<file path="src/rtl/mnist_pkg.sv">
// Shared definitions for the MNIST front-end: frame geometry, address width and
// the pixel-loader state encoding.
package mnist_pkg;

    localparam int IMG_W   = 28;
    localparam int IMG_H   = 28;
    localparam int IMG_PIX = IMG_W * IMG_H;
    localparam int BYTES   = IMG_PIX / 8;
    localparam int ADDR_W  = 7;

    localparam logic [ADDR_W-1:0] LAST_ADDR = ADDR_W'(BYTES - 1);

    typedef enum logic [1:0] {
        IDLE = 2'd0,
        LOAD = 2'd1,
        FULL = 2'd2
    } loader_state_t;

    // True when a byte address falls inside the frame buffer.
    function automatic logic addr_in_range(input logic [ADDR_W-1:0] addr);
        return (addr <= LAST_ADDR);
    endfunction

endpackage

</file>
<file path="src/rtl/sync_ff.sv">
// Multi-stage bit synchroniser for host pins that are asynchronous to clk.
module sync_ff #(
    parameter int STAGES = 2
) (
    input  logic clk,
    input  logic rst_n,
    input  logic d_i,
    output logic q_o
);

    logic [STAGES-1:0] chain_q;

    // Shift the asynchronous input through the flop chain.
    always_ff @(posedge clk or negedge rst_n) begin
        if (!rst_n) begin
            chain_q <= '0;
        end else begin
            chain_q <= {chain_q[STAGES-2:0], d_i};
        end
    end

    assign q_o = chain_q[STAGES-1];

endmodule

</file>
<file path="src/rtl/mnist_pixel_loader.sv">
// Receives one packed binary 28x28 frame over a 4-phase REQ/ACK host handshake and
// holds it in a flop buffer for the classifier core until released.
module mnist_pixel_loader
    import mnist_pkg::*;
#(
    parameter int SYNC_STG = 2
) (
    input  logic              clk,
    input  logic              rst_n,
    input  logic [7:0]        host_data,
    input  logic              host_req,
    input  logic              host_sof,
    output logic              host_ack,
    output logic              frame_valid,
    input  logic              frame_release,
    input  logic [ADDR_W-1:0] rd_addr,
    output logic [7:0]        rd_data,
    output logic              err_sof,
    output logic              err_busy
);

    logic              req_sync_s;
    logic              req_prev_q;
    logic              req_rise_s;
    logic              accept_s;
    loader_state_t     state_q, state_d;
    logic [ADDR_W-1:0] byte_cnt_q, byte_cnt_d;
    logic              frame_valid_q, frame_valid_d;
    logic              err_sof_q, err_sof_d;
    logic              err_busy_q, err_busy_d;
    logic              ack_q, ack_d;
    logic              wr_en_s;
    logic [ADDR_W-1:0] wr_addr_s;
    logic [7:0]        buf_q [BYTES];

    sync_ff #(.STAGES(SYNC_STG)) u_req_sync (
        .clk   (clk),
        .rst_n (rst_n),
        .d_i   (host_req),
        .q_o   (req_sync_s)
    );

    assign req_rise_s = req_sync_s & ~req_prev_q;
    // A rising REQ is only honoured once the previous handshake has fully closed.
    assign accept_s   = req_rise_s & ~ack_q;

    // Control registers: edge detector, FSM state, counters, flags, acknowledge.
    always_ff @(posedge clk or negedge rst_n) begin
        if (!rst_n) begin
            req_prev_q    <= 1'b0;
            state_q       <= IDLE;
            byte_cnt_q    <= '0;
            frame_valid_q <= 1'b0;
            err_sof_q     <= 1'b0;
            err_busy_q    <= 1'b0;
            ack_q         <= 1'b0;
        end else begin
            req_prev_q    <= req_sync_s;
            state_q       <= state_d;
            byte_cnt_q    <= byte_cnt_d;
            frame_valid_q <= frame_valid_d;
            err_sof_q     <= err_sof_d;
            err_busy_q    <= err_busy_d;
            ack_q         <= ack_d;
        end
    end

    // Next-state, buffer write strobe and acknowledge generation.
    always_comb begin
        state_d       = state_q;
        byte_cnt_d    = byte_cnt_q;
        frame_valid_d = frame_valid_q;
        err_sof_d     = err_sof_q;
        err_busy_d    = err_busy_q;
        wr_en_s       = 1'b0;
        wr_addr_s     = '0;
        // Ack stays up until the synchronised request drops, for every request.
        ack_d         = ack_q ? req_sync_s : req_rise_s;

        case (state_q)
            IDLE: begin
                if (accept_s) begin
                    if (host_sof) begin
                        wr_en_s    = 1'b1;
                        wr_addr_s  = '0;
                        byte_cnt_d = 7'd1;
                        state_d    = LOAD;
                    end else begin
                        err_sof_d  = 1'b1;
                    end
                end else begin
                    state_d = IDLE;
                end
            end
            LOAD: begin
                if (accept_s) begin
                    wr_en_s = 1'b1;
                    if (host_sof) begin
                        err_sof_d  = 1'b1;
                        wr_addr_s  = '0;
                        byte_cnt_d = 7'd1;
                    end else begin
                        wr_addr_s  = byte_cnt_q;
                        byte_cnt_d = byte_cnt_q + 7'd1;
                        if (byte_cnt_q == LAST_ADDR) begin
                            state_d       = FULL;
                            frame_valid_d = 1'b1;
                        end else begin
                            state_d = LOAD;
                        end
                    end
                end else begin
                    state_d = LOAD;
                end
            end
            FULL: begin
                // Bytes arriving while full are dropped; release still takes effect.
                if (accept_s) begin
                    err_busy_d = 1'b1;
                end else begin
                    err_busy_d = err_busy_q;
                end
                if (frame_release) begin
                    frame_valid_d = 1'b0;
                    byte_cnt_d    = '0;
                    state_d       = IDLE;
                end else begin
                    frame_valid_d = 1'b1;
                end
            end
            default: begin
                state_d       = IDLE;
                frame_valid_d = 1'b0;
                byte_cnt_d    = '0;
            end
        endcase
    end

    // Frame buffer write port; contents are meaningless outside FULL, so no reset.
    always_ff @(posedge clk) begin
        if (wr_en_s) begin
            buf_q[wr_addr_s] <= host_data;
        end
    end

    // Core read port with out-of-range addresses returning zero.
    always_comb begin
        if (addr_in_range(rd_addr)) begin
            rd_data = buf_q[rd_addr];
        end else begin
            rd_data = 8'h00;
        end
    end

    assign host_ack    = ack_q;
    assign frame_valid = frame_valid_q;
    assign err_sof     = err_sof_q;
    assign err_busy    = err_busy_q;

endmodule

</file>
<file path="config.mk">
export PLATFORM = sky130hd
export DESIGN_NAME = mnist_pixel_loader
export DESIGN_NICKNAME = d
export VERILOG_FILES = /design/src/rtl/mnist_pkg.sv /design/src/rtl/sync_ff.sv /design/src/rtl/mnist_pixel_loader.sv
export SDC_FILE = /design/constraint.sdc
export NUM_CORES = 1
export LEC_CHECK = 0
export ABC_AREA = 1
export CORE_UTILIZATION = 60
export CTS_CLUSTER_SIZE = 24
export DETAILED_ROUTE_END_ITERATION = 12
export PLACE_DENSITY = 0.76
export SKIP_LAST_GASP = 1
export SYNTH_ARGS = -nofsm -noshare
export SYNTH_HDL_FRONTEND = slang
export SYNTH_SLANG_ARGS = --single-unit
</file>
<file path="constraint.sdc">
create_clock -name clk -period 6.96 [get_ports clk]
set_input_delay 0.696 -clock clk [delete_from_list [all_inputs] [get_ports clk]]
set_output_delay 0.696 -clock clk [all_outputs]
set_load 0.02 [all_outputs]
</file>
### Word level (Yosys, flattened, before mapping)

Memories as Yosys holds them, arrays and structs flattened.
Index checks and enable logic that the tools add are counted.

| word-level totals | value |
|---|---|
| bits in registers | 16 |
| latch bits | 0 |
| memory bits (writable) | 784 |
| memory bits (read-only) | 0 |
| bits of input ports | 20 |
| logic and storage cells | 70 |
| memories kept | 1 |

| cells by class | value |
|---|---|
| $add $sub $neg | 1 |
| multipliers | 0 |
| divide/modulo/power cells | 0 |
| order comparisons | 1 |
| eq/ne operators | 13 |
| shift operators | 0 |
| mux-type cells | 34 |
| bitwise operators | 5 |
| reduce and logical (&&, ||, !) cells | 7 |

Memories:

| memory | depth | width | read ports | clocked after memory_dff | write ports | RTL line | RTL |
|---|---|---|---|---|---|---|---|
| buf_q | 98 | 8 | 1 | 0 | 1 | mnist_pixel_loader.sv:34 | `logic [7:0] buf_q [BYTES];` |

Operators with widths:

| operator | count |
|---|---|
| $mux W7 | 8 |
| $pmux W7 S3 | 1 |
| $ne A2 B2 Y1 const B | 8 |
| $mux W1 | 14 |
| $mux W2 | 6 |
| $mux W8 | 1 |
| $reduce_and A4 Y1 | 2 |
| $add A7 B1 Y7 const B | 1 |
| $eq A7 B7 Y1 const B | 1 |
| $le A7 B7 Y1 const B | 1 |
| $ne A3 B3 Y1 const B | 2 |
| $pmux W2 S3 | 1 |
| $reduce_and A5 Y1 | 1 |
| $pmux W1 S2 | 2 |
| $not A1 Y1 | 3 |
| $pmux W1 S3 | 1 |
| $reduce_and A3 Y1 | 1 |
| $and A1 B1 Y1 | 2 |
| $eq A2 B1 Y1 const B | 1 |
| $eq A2 B2 Y1 const B | 1 |
| $logic_not A2 Y1 | 1 |
| $reduce_and A2 Y1 | 1 |
| $reduce_bool A2 Y1 | 1 |

### Longest topological paths before layout

Gate-level depths: netlist (run 1).

| depth | value |
|---|---|
| depth after elaboration | 7 |
| mapped depth | 16 |

### By module

From an unflattened synthesis (run 1), not the netlist that was laid out.

| unflattened totals | value |
|---|---|
| cell total of the unflattened synthesis | 2814 |
| area, all modules | 32820.2 sq um |

Modules (own cells, without submodules):

| module | instances | cells each | area an instance (sq um) | seq. area each (sq um) |
|---|---|---|---|---|
| mnist_pixel_loader | 1 | 2812 | 32770.2 | 23892.9 |
| sync_ff | 1 | 2 | 50.0 | 50.0 |

### Worst setup path before layout (run 1)

No wires, ideal clock.

| timing path | value |
|---|---|
| kind | input-to-output |
| start | input port rd_addr[0] |
| end | output port rd_data[0] |
| data arrival time | 1.942 ns |
| path slack | 4.322 ns |
| stages | 15 |
| path buffers | 4 |
| path through | buf_4 inv_2 buf_6 buf_8 buf_6 nand2_1 nand2_1 nand2_1 a21oi_1 nor2_1 nand2_1 nand3_1 nand3_1 nand2_1 inv_1 |

| between the ends | value |
|---|---|
| longest elaborated chain between the ends | 2 |

RTL lines:

| element | RTL line | RTL |
|---|---|---|
| start: declaration | mnist_pixel_loader.sv:16 | `input logic [ADDR_W-1:0] rd_addr,` |
| $mem_v2 Z98 W8 or $le A7 B7 Y1 (tied branches) | n/a |  |
| $mux W8 (*) | mnist_pixel_loader.sv:148 | `if (addr_in_range(rd_addr)) begin` |
| end: declaration | mnist_pixel_loader.sv:17 | `output logic [7:0] rd_data,` |

Every way passes the cells marked *; elsewhere a longest branch is shown, timed or not.

### Final worst setup path (run 1)

| timing path | value |
|---|---|
| start | input port rd_addr[0] |
| end | output port rd_data[1] |

The elaborated chain is that of the path after synthesis.

==> results of run 1 <==
-- flip-flops by register name, indices dropped and copies added (netlist names) --
register / count
u_req_sync.chain_q: 2
host_ack: 1
err_sof: 1
frame_valid: 1
err_busy: 1
buf_q: 784
state_q: 2
req_prev_q: 1
byte_cnt_q: 7
-- through the flow --
stage | util | hold WS [ps] | total power, mW
after CTS | 0.662 | 358 | 10.1
after global placement | 0.619 | 344 | 6.10
after global routing | 0.662 | 367 | 10.3
after detailed placement | 0.619 | 337 | 6.13
after floorplan | - | 331 | 5.85
final | 0.662 | 356 | 10.1
-- how the worst max path moves through the flow --
stage               startpoint          to  cells past startpoint
floorplan           rd_addr[0]  rd_data[0]                     15
global placement    rd_addr[0]  rd_data[5]                     14
detailed placement  rd_addr[0]  rd_data[4]                     14
CTS                 rd_addr[0]  rd_data[4]                     14
global route        rd_addr[0]  rd_data[1]                     12
finish              rd_addr[0]  rd_data[1]                     12
-- per-layer routing --
metal / GRT usage / share of wire
met2: 0.461 / 0.47
met1: 0.417 / 0.39
met5: 0 / 0
met3: 0.0564 / 0.11
met4: 0.119 / 0.035
-- final cells by class --
cell class | count | area (sq um) | share of cell area
Clock buffer | 104 | 2120 | 0.0580
Clock inverter | 37 | 254 | 0.00694
Inverter | 206 | 786 | 0.0215
Multi-Input combinational cell | 1887 | 8070 | 0.220
Sequential cell | 800 | 23900 | 0.654
Tap cell | 748 | 936 | 0.0256
Timing Repair Buffer | 57 | 507 | 0.0138
-- cells by family (layout without fill, tap and decap cells) --
family | count (synthesis) | in the layout | synth area share
DFF | 800 | 800 | 0.710
adders and majority gates | 5 | 5 | 0.00185
buffers and inverters | 378 | 404 | 0.0510
AOI/OAI and AO/OA | 244 | 244 | 0.0378
and+or+nand+nor | 1638 | 1638 | 0.200
-- placed cells by master (no fill, tap or decap), types with 2 or more instances in the layout --
cell type        instances
clkdlybuf4s50_1         19
clkinv_1                16
nor3_2                   3
o211ai_1                12
o31ai_1                  2
nor3_1                   6
inv_1                  202
clkbuf_1                22
a31oi_1                  3
o21ai_1                 17
clkinvlp_4               2
o21ai_0                151
edfxtp_1               784
clkinv_2                13
ha_1                     5
nand2_1                806
nor3b_1                  2
and3_1                   5
nand3_1                370
clkbuf_16               81
nor2_4                   2
bufinv_16                3
nor4_4                   2
a21oi_1                 56
inv_6                    2
buf_2                    2
inv_2                    2
buf_12                   2
nor4_1                   2
dfrtp_1                 16
nor2_1                 435
buf_4                   32
nor2_2                   3
-- Yosys cell counts, drive strengths merged --
library cell	number	area, sq um
a31o	1	8.76
o31ai	3	27.5
dfrtp	16	400
o21ai	168	841
and3	5	31.3
a31oi	3	18.8
clkbuf	50	188
nand2	806	3030
nor3	9	60.1
buf	122	759
inv	206	773
ha	5	62.6
a21oi	56	280
nor3b	2	15.0
nand4	1	6.26
nand3	370	1850
o211ai	12	90.1
nor4	5	67.6
edfxtp	784	23500
a21o	1	7.51
nor2	440	1670
-- where the power goes --
part	switching, mW	leakage (nW)	total [mW]	internal [mW]
Combinational	0.542	5.09	0.720	0.178
Clock	1.76	1.16	4.01	2.26
Sequential	0.0144	7.25	5.33	5.31
Total	2.31	13.5	10.1	7.74
==> run summary, run 1 <==
=======================================================================================
Run status ............................................................... complete, no violations
Final critical-path setup slack ..........................................      2000 ps
Avg Synthesized Cell Area ................................................   11.0 sq um
Placeable Area ...........................................................  55300 sq um
Worst flop-to-flop path startpoint .......................................     host_ack
Pre-antenna DRT Iters ....................................................            6
Average vias per placed instance .........................................         5.92
R2R depth ................................................................            7
Number of antenna-violating nets in the routed design ....................            0
Detailed placer's ending HPWL ............................................      47.2 mm
Maximum cell stage delay along the critical path .........................       560 ps
Count of pins on the block boundary ......................................           32
Setup TNS after final layout .............................................         0 ps
GRT Residual Overflow ....................................................            0
End of the worst register-to-register path ............................... buf_q[73][5]
Crit-path leading delay family ........................................... buffers and inverters
Max Cap Violations .......................................................            0
Count of cells resized by post-cts repair ................................            0
Number of violations reported at the end of detailed-routing iteration 0 .         3093
DRC errors left ..........................................................            0
IO Port Bufs .............................................................           31
Layout area overhead .....................................................        8.55%
Deepest clock path buffer count ..........................................            3
First-pass GRT wire length ...............................................       127 mm
Maximum number of pins on one net before global-route repair .............          217
Flop2flop setup slack ....................................................      2890 ps
Worst Setup Start Kind ...................................................    input pin
Number of nets in the layout .............................................         3056
Setup-violating endpoint count in the final report .......................            0
Root buf cell ............................................................    clkbuf_16
Hold Crit Start .......................................................... u_req_sync.chain_q[0]
Register clock-pin slew on the reported worst setup and hold paths .......        60 ps
Chip Height ..............................................................       239 um
Number of clock sinks ....................................................          800
Max-slew violations ......................................................            0
Insertion delay of the later-clocked pin in the worst-skew pair ..........       630 ps
Post-Place Setup Slack ...................................................      2160 ps
Total length of routed wires .............................................      82.9 mm
Yosys reg bits ...........................................................          800
Share of final-layout standard cells stronger than drive strength 1 ......       0.0511
Standard-cell row count ..................................................           86
Routability-driven placement congestion ratio ............................        0.896
Series of cell instances along the critical path ......................... buf_8 -> inv_8 -> buf_4 -> o21ai_0 -> nand2_1 -> a21oi_1 -> nand2_1 -> nand3_1 -> nand2_1 -> nand2_1 -> inv_1 -> clkdlybuf4s50_1
Crit share post-route ....................................................        0.712
Min-Delay Path Class ..................................................... flip-flop to flip-flop
Cell area reported after detailed placement ..............................  34200 sq um
Cts bufs inserted ........................................................           79
DIE AREA .................................................................  57200 sq um
Max frequency ............................................................      202 MHz
Number of cells on the worst hold path ...................................            0
Worst path required time .................................................      6260 ps
Hold violation count in the final report .................................            0
Buffers & Inverters on Critical Path .....................................            5
Crit path capture type ................................................... primary output
TritonCTS clock tree .....................................................        built
Worst-case vdd ir drop ...................................................     0.256 mV
Worst path arrival time ..................................................      4260 ps
Number of global-route vias before repair ................................        22100
Antenna fix cells ........................................................            0
End point of the most critical hold path ................................. u_req_sync.chain_q[1]
Critical path start-end classification ................................... input pin to primary output
Fill cell total of the finished layout ...................................         4033
Placed Cells incl. Taps ..................................................         3698
Antenna violations before repair .........................................            1
Initial cell density of the core .........................................        0.610
Final std cells w/o fill .................................................         3839
Library cell contributing the largest single delay on the critical path ..        buf_8
Power density over cell area .............................................  275 nW/um^2
Detailed-route wire length per cell ......................................      21.6 um
Unrepaired setup endpoints after global routing ..........................        false
Width of the die .........................................................       239 um
Count of buffers added by post-CTS timing repair for setup ...............            0
Cell repeated most along the worst path ..................................      nand2_1
GRT Util Overall .........................................................        0.297
Slew margin rel. .........................................................        0.204
Number of levels the H-tree was split into ...............................            3
Number of instances in the synthesized netlist ...........................         3065
Number of warnings reported in the yosys synthesis log ...................            0
Worst Max-Slew Pin Slew ..................................................      1190 ps
Leakage power ............................................................      13.5 nW
Final worst path period need .............................................      4960 ps
Final Instance Area ......................................................  36600 sq um
Post-synthesis sequential area ratio .....................................        0.710
Critical path fanouts, max ...............................................          155
Final setup skew .........................................................      19.8 ps
Count of different cell masters after synthesis ..........................           33
Netlist area before placement ............................................  33700 sq um
CTS Hold Bufs ............................................................            0
Via count ................................................................        22700
Post-Synthesis Net Count .................................................         3090
=======================================================================================
No activity file was read; power rests on OpenSTA's default activity.
==> run 2: changes to the inputs <==
--- a/config.mk
+++ b/config.mk
@@ -6,7 +6,7 @@
 export NUM_CORES = 1
 export LEC_CHECK = 0
 export ABC_AREA = 1
-export CORE_UTILIZATION = 60
+export CORE_UTILIZATION = 57
 export CTS_CLUSTER_SIZE = 24
 export DETAILED_ROUTE_END_ITERATION = 12
 export PLACE_DENSITY = 0.76
==> constraint.sdc (replaced) <==
create_clock -name clk -period 4.1 [get_ports clk]
set_input_delay 0.41 -clock clk [delete_from_list [all_inputs] [get_ports clk]]
set_output_delay 0.41 -clock clk [all_outputs]
set_load 0.02 [all_outputs]
==> run 2 against run 1 <==
Sequential cell count did not move; clock-buffer cell count shrank 9; sequential share of layout area down 0.82 points; setup slack worse by 1600 ps; combinational power up 76%; die area grew 5.2%; global-route usage decreased by 0.73 points; first-iteration DRC count is 5.9% higher; non-clock buffer count is 53 higher; critical path type unchanged; critical endpoint is now rd_data[0].
==> run summary, run 2 (same netlist as run 1, synthesis figures left out) <==
=======================================================================================
Crit path capture type ................................................... primary output   unchanged
Setup-violating endpoint count in the final report .......................            0   unchanged
GRT Util Overall .........................................................        0.289   was 0.297
Max frequency ............................................................      271 MHz
Width of the die .........................................................       245 um   was 239 um
End point of the most critical hold path ................................. buf_q[90][3]   was u_req_sync.chain_q[1]
Number of violations reported at the end of detailed-routing iteration 0 .         3275   was 3093
Power density over cell area .............................................  457 nW/um^2   was 275 nW/um^2
Setup TNS after final layout .............................................         0 ps   unchanged
TritonCTS clock tree .....................................................        built   unchanged
Power, Total .............................................................      17.0 mW   was 10.1 mW
Unrepaired setup endpoints after global routing ..........................        false   unchanged
Critical path launch point ...............................................   rd_addr[1]   was rd_addr[0]
Biggest register .........................................................        buf_q   unchanged
Total length of routed wires .............................................      85.6 mm   was 82.9 mm
Max-slew violations ......................................................            0   unchanged
GRT Residual Overflow ....................................................            0   unchanged
First-pass GRT wire length ...............................................       131 mm   was 127 mm
Count of cells resized by post-cts repair ................................            0   unchanged
Layout area overhead .....................................................        9.94%   was 8.55%
IO Port Bufs .............................................................           31   unchanged
Worst Max-Slew Pin Slew ..................................................      1140 ps   was 1190 ps
Post-Place Setup Slack ...................................................       485 ps   was 2160 ps
Number of cells on the worst hold path ...................................            1   was 0
Cell area reported after detailed placement ..............................  34800 sq um   was 34200 sq um
Worst path arrival time ..................................................      3280 ps   was 4260 ps
Highest-count cells in the layout ignoring fill and taps ................. nand2_1, edfxtp_1, nor2_1   unchanged
Max Cap Violations .......................................................            0   unchanged
Final worst path period need .............................................      3690 ps
DRC errors left ..........................................................            0   unchanged
Hold violation count in the final report .................................            0   unchanged
Max reg flops ............................................................          784   unchanged
Most common cell after layout, fill and taps aside .......................      nand2_1   unchanged
Standard-cell row count ..................................................           88   was 86
Chip Height ..............................................................       245 um   was 239 um
Antenna fix cells ........................................................            0   unchanged
Detailed-route wire length per cell ......................................      21.9 um   was 21.6 um
Number of global-route vias before repair ................................        22500   was 22100
CTS Hold Bufs ............................................................            0   unchanged
Worst flop-to-flop path startpoint .......................................   state_q[1]   was host_ack
Final std cells w/o fill .................................................         3906   was 3839
Placeable Area ...........................................................  58100 sq um   was 55300 sq um
Min-Delay Path Class ..................................................... input pin to flip-flop   was flip-flop to flip-flop
Pre-antenna DRT Iters ....................................................            6   unchanged
DIE AREA .................................................................  60200 sq um   was 57200 sq um
Worst path required time .................................................      3690 ps   was 6260 ps
Count of pins on the block boundary ......................................           32   unchanged
Worst hold margin ........................................................       195 ps   was 356 ps
Number of antenna-violating nets in the routed design ....................            0   unchanged
Number of nets in the layout .............................................         3108   was 3056
Insertion delay of the later-clocked pin in the worst-skew pair ..........       640 ps   was 630 ps
Worst Setup Start Kind ...................................................    input pin   unchanged
Run status ............................................................... complete, no violations   unchanged
Crit share post-route ....................................................        0.901
Via count ................................................................        23100   was 22700
Antenna violations before repair .........................................            1   unchanged
Leakage power ............................................................      13.8 nW   was 13.5 nW
Maximum number of pins on one net before global-route repair .............          149   was 217
Critical path fanouts, max ...............................................           66   was 155
Number of levels the H-tree was split into ...............................            3   unchanged
Worst-case vdd ir drop ...................................................     0.519 mV   was 0.256 mV
Placed Cells incl. Taps ..................................................         3768   was 3698
Deepest clock path buffer count ..........................................            3   unchanged
Cts bufs inserted ........................................................           78   was 79
Critical path start-end classification ................................... input pin to primary output   unchanged
Final critical-path setup slack ..........................................       407 ps   was 2000 ps
Count of buffers added by post-CTS timing repair for setup ...............            0   unchanged
Hold Crit Start .......................................................... host_data[3]   was u_req_sync.chain_q[0]
Slew margin rel. .........................................................        0.238   was 0.204
Share of final-layout standard cells stronger than drive strength 1 ......       0.0669   was 0.0511
Flop2flop setup slack ....................................................       780 ps   was 2890 ps
Number of clock sinks ....................................................          800   unchanged
Final setup skew .........................................................      20.7 ps   was 19.8 ps
Detailed placer's ending HPWL ............................................      50.8 mm   was 47.2 mm
Register clock-pin slew on the reported worst setup and hold paths .......        60 ps   about the same
Largest registers ........................................................ buf_q x784, byte_cnt_q x7   unchanged
Root buf cell ............................................................    clkbuf_16   unchanged
Initial cell density of the core .........................................        0.580   was 0.610
Final Instance Area ......................................................  37100 sq um   was 36600 sq um
Average vias per placed instance .........................................         5.92   about the same
End of the worst register-to-register path ............................... buf_q[59][2]   was buf_q[73][5]
Routability-driven placement congestion ratio ............................        0.894   was 0.896
Util after Layout ........................................................        0.638   was 0.662
R2R depth ................................................................            9   was 7
=======================================================================================
## run 2: cell types whose count changed in the layout (fill, tap and decap cells not counted), sizes merged
cell	delta
inv	+2
bufinv	-2
clkinv	+6
clkbuf	-9
buf	+53
## run 2: report_power, final
group / switching [mW] / internal, mW / leakage [nW]
sequential: 0.0241 / 9.02 / 7.25
clock: 2.99 / 3.66 / 1.14
combinational: 0.934 / 0.331 / 5.39
total: 3.95 / 13.0 / 13.8
## run 2: worst max path at each step
stage	endpoint	slack, ps	cells past startpoint
2_1_floorplan	buf_q[10][0]	1750	9
3_3_place_gp	rd_data[7]	480	14
3_5_place_dp	rd_data[0]	490	13
4_1_cts	rd_data[6]	450	13
5_1_grt	rd_data[0]	190	13
6_report	rd_data[0]	410	12
## run 2: worst max-delay path: stages
cell	delay, ps
buf_6	180
inv_6	500
buf_4	340
nand3_1	120
a21oi_1	260
nor2_1	80
nand2_1	70
nand3_1	190
nand3_1	170
nand2_1	190
inv_1	110
clkdlybuf4s50_1	600
## run 2: routing by layer
metal  vias to the layer above  wire length, um  GRT usage
li1                      10400                -          -
met5                         -                0          0
met2                      1444            39800      0.452
met1                     11000            32700      0.406
met4                         0             3080      0.116
met3                       220            10000     0.0502
## run 2: layout make-up
class | count | area (sq um)
Sequential cell | 800 | 23900
Fill cell | 4330 | 21100
Multi-Input combinational cell | 1887 | 8070
Clock buffer | 95 | 2080
Timing Repair Buffer | 110 | 1020
Tap cell | 765 | 957
Inverter | 206 | 786
Clock inverter | 43 | 233
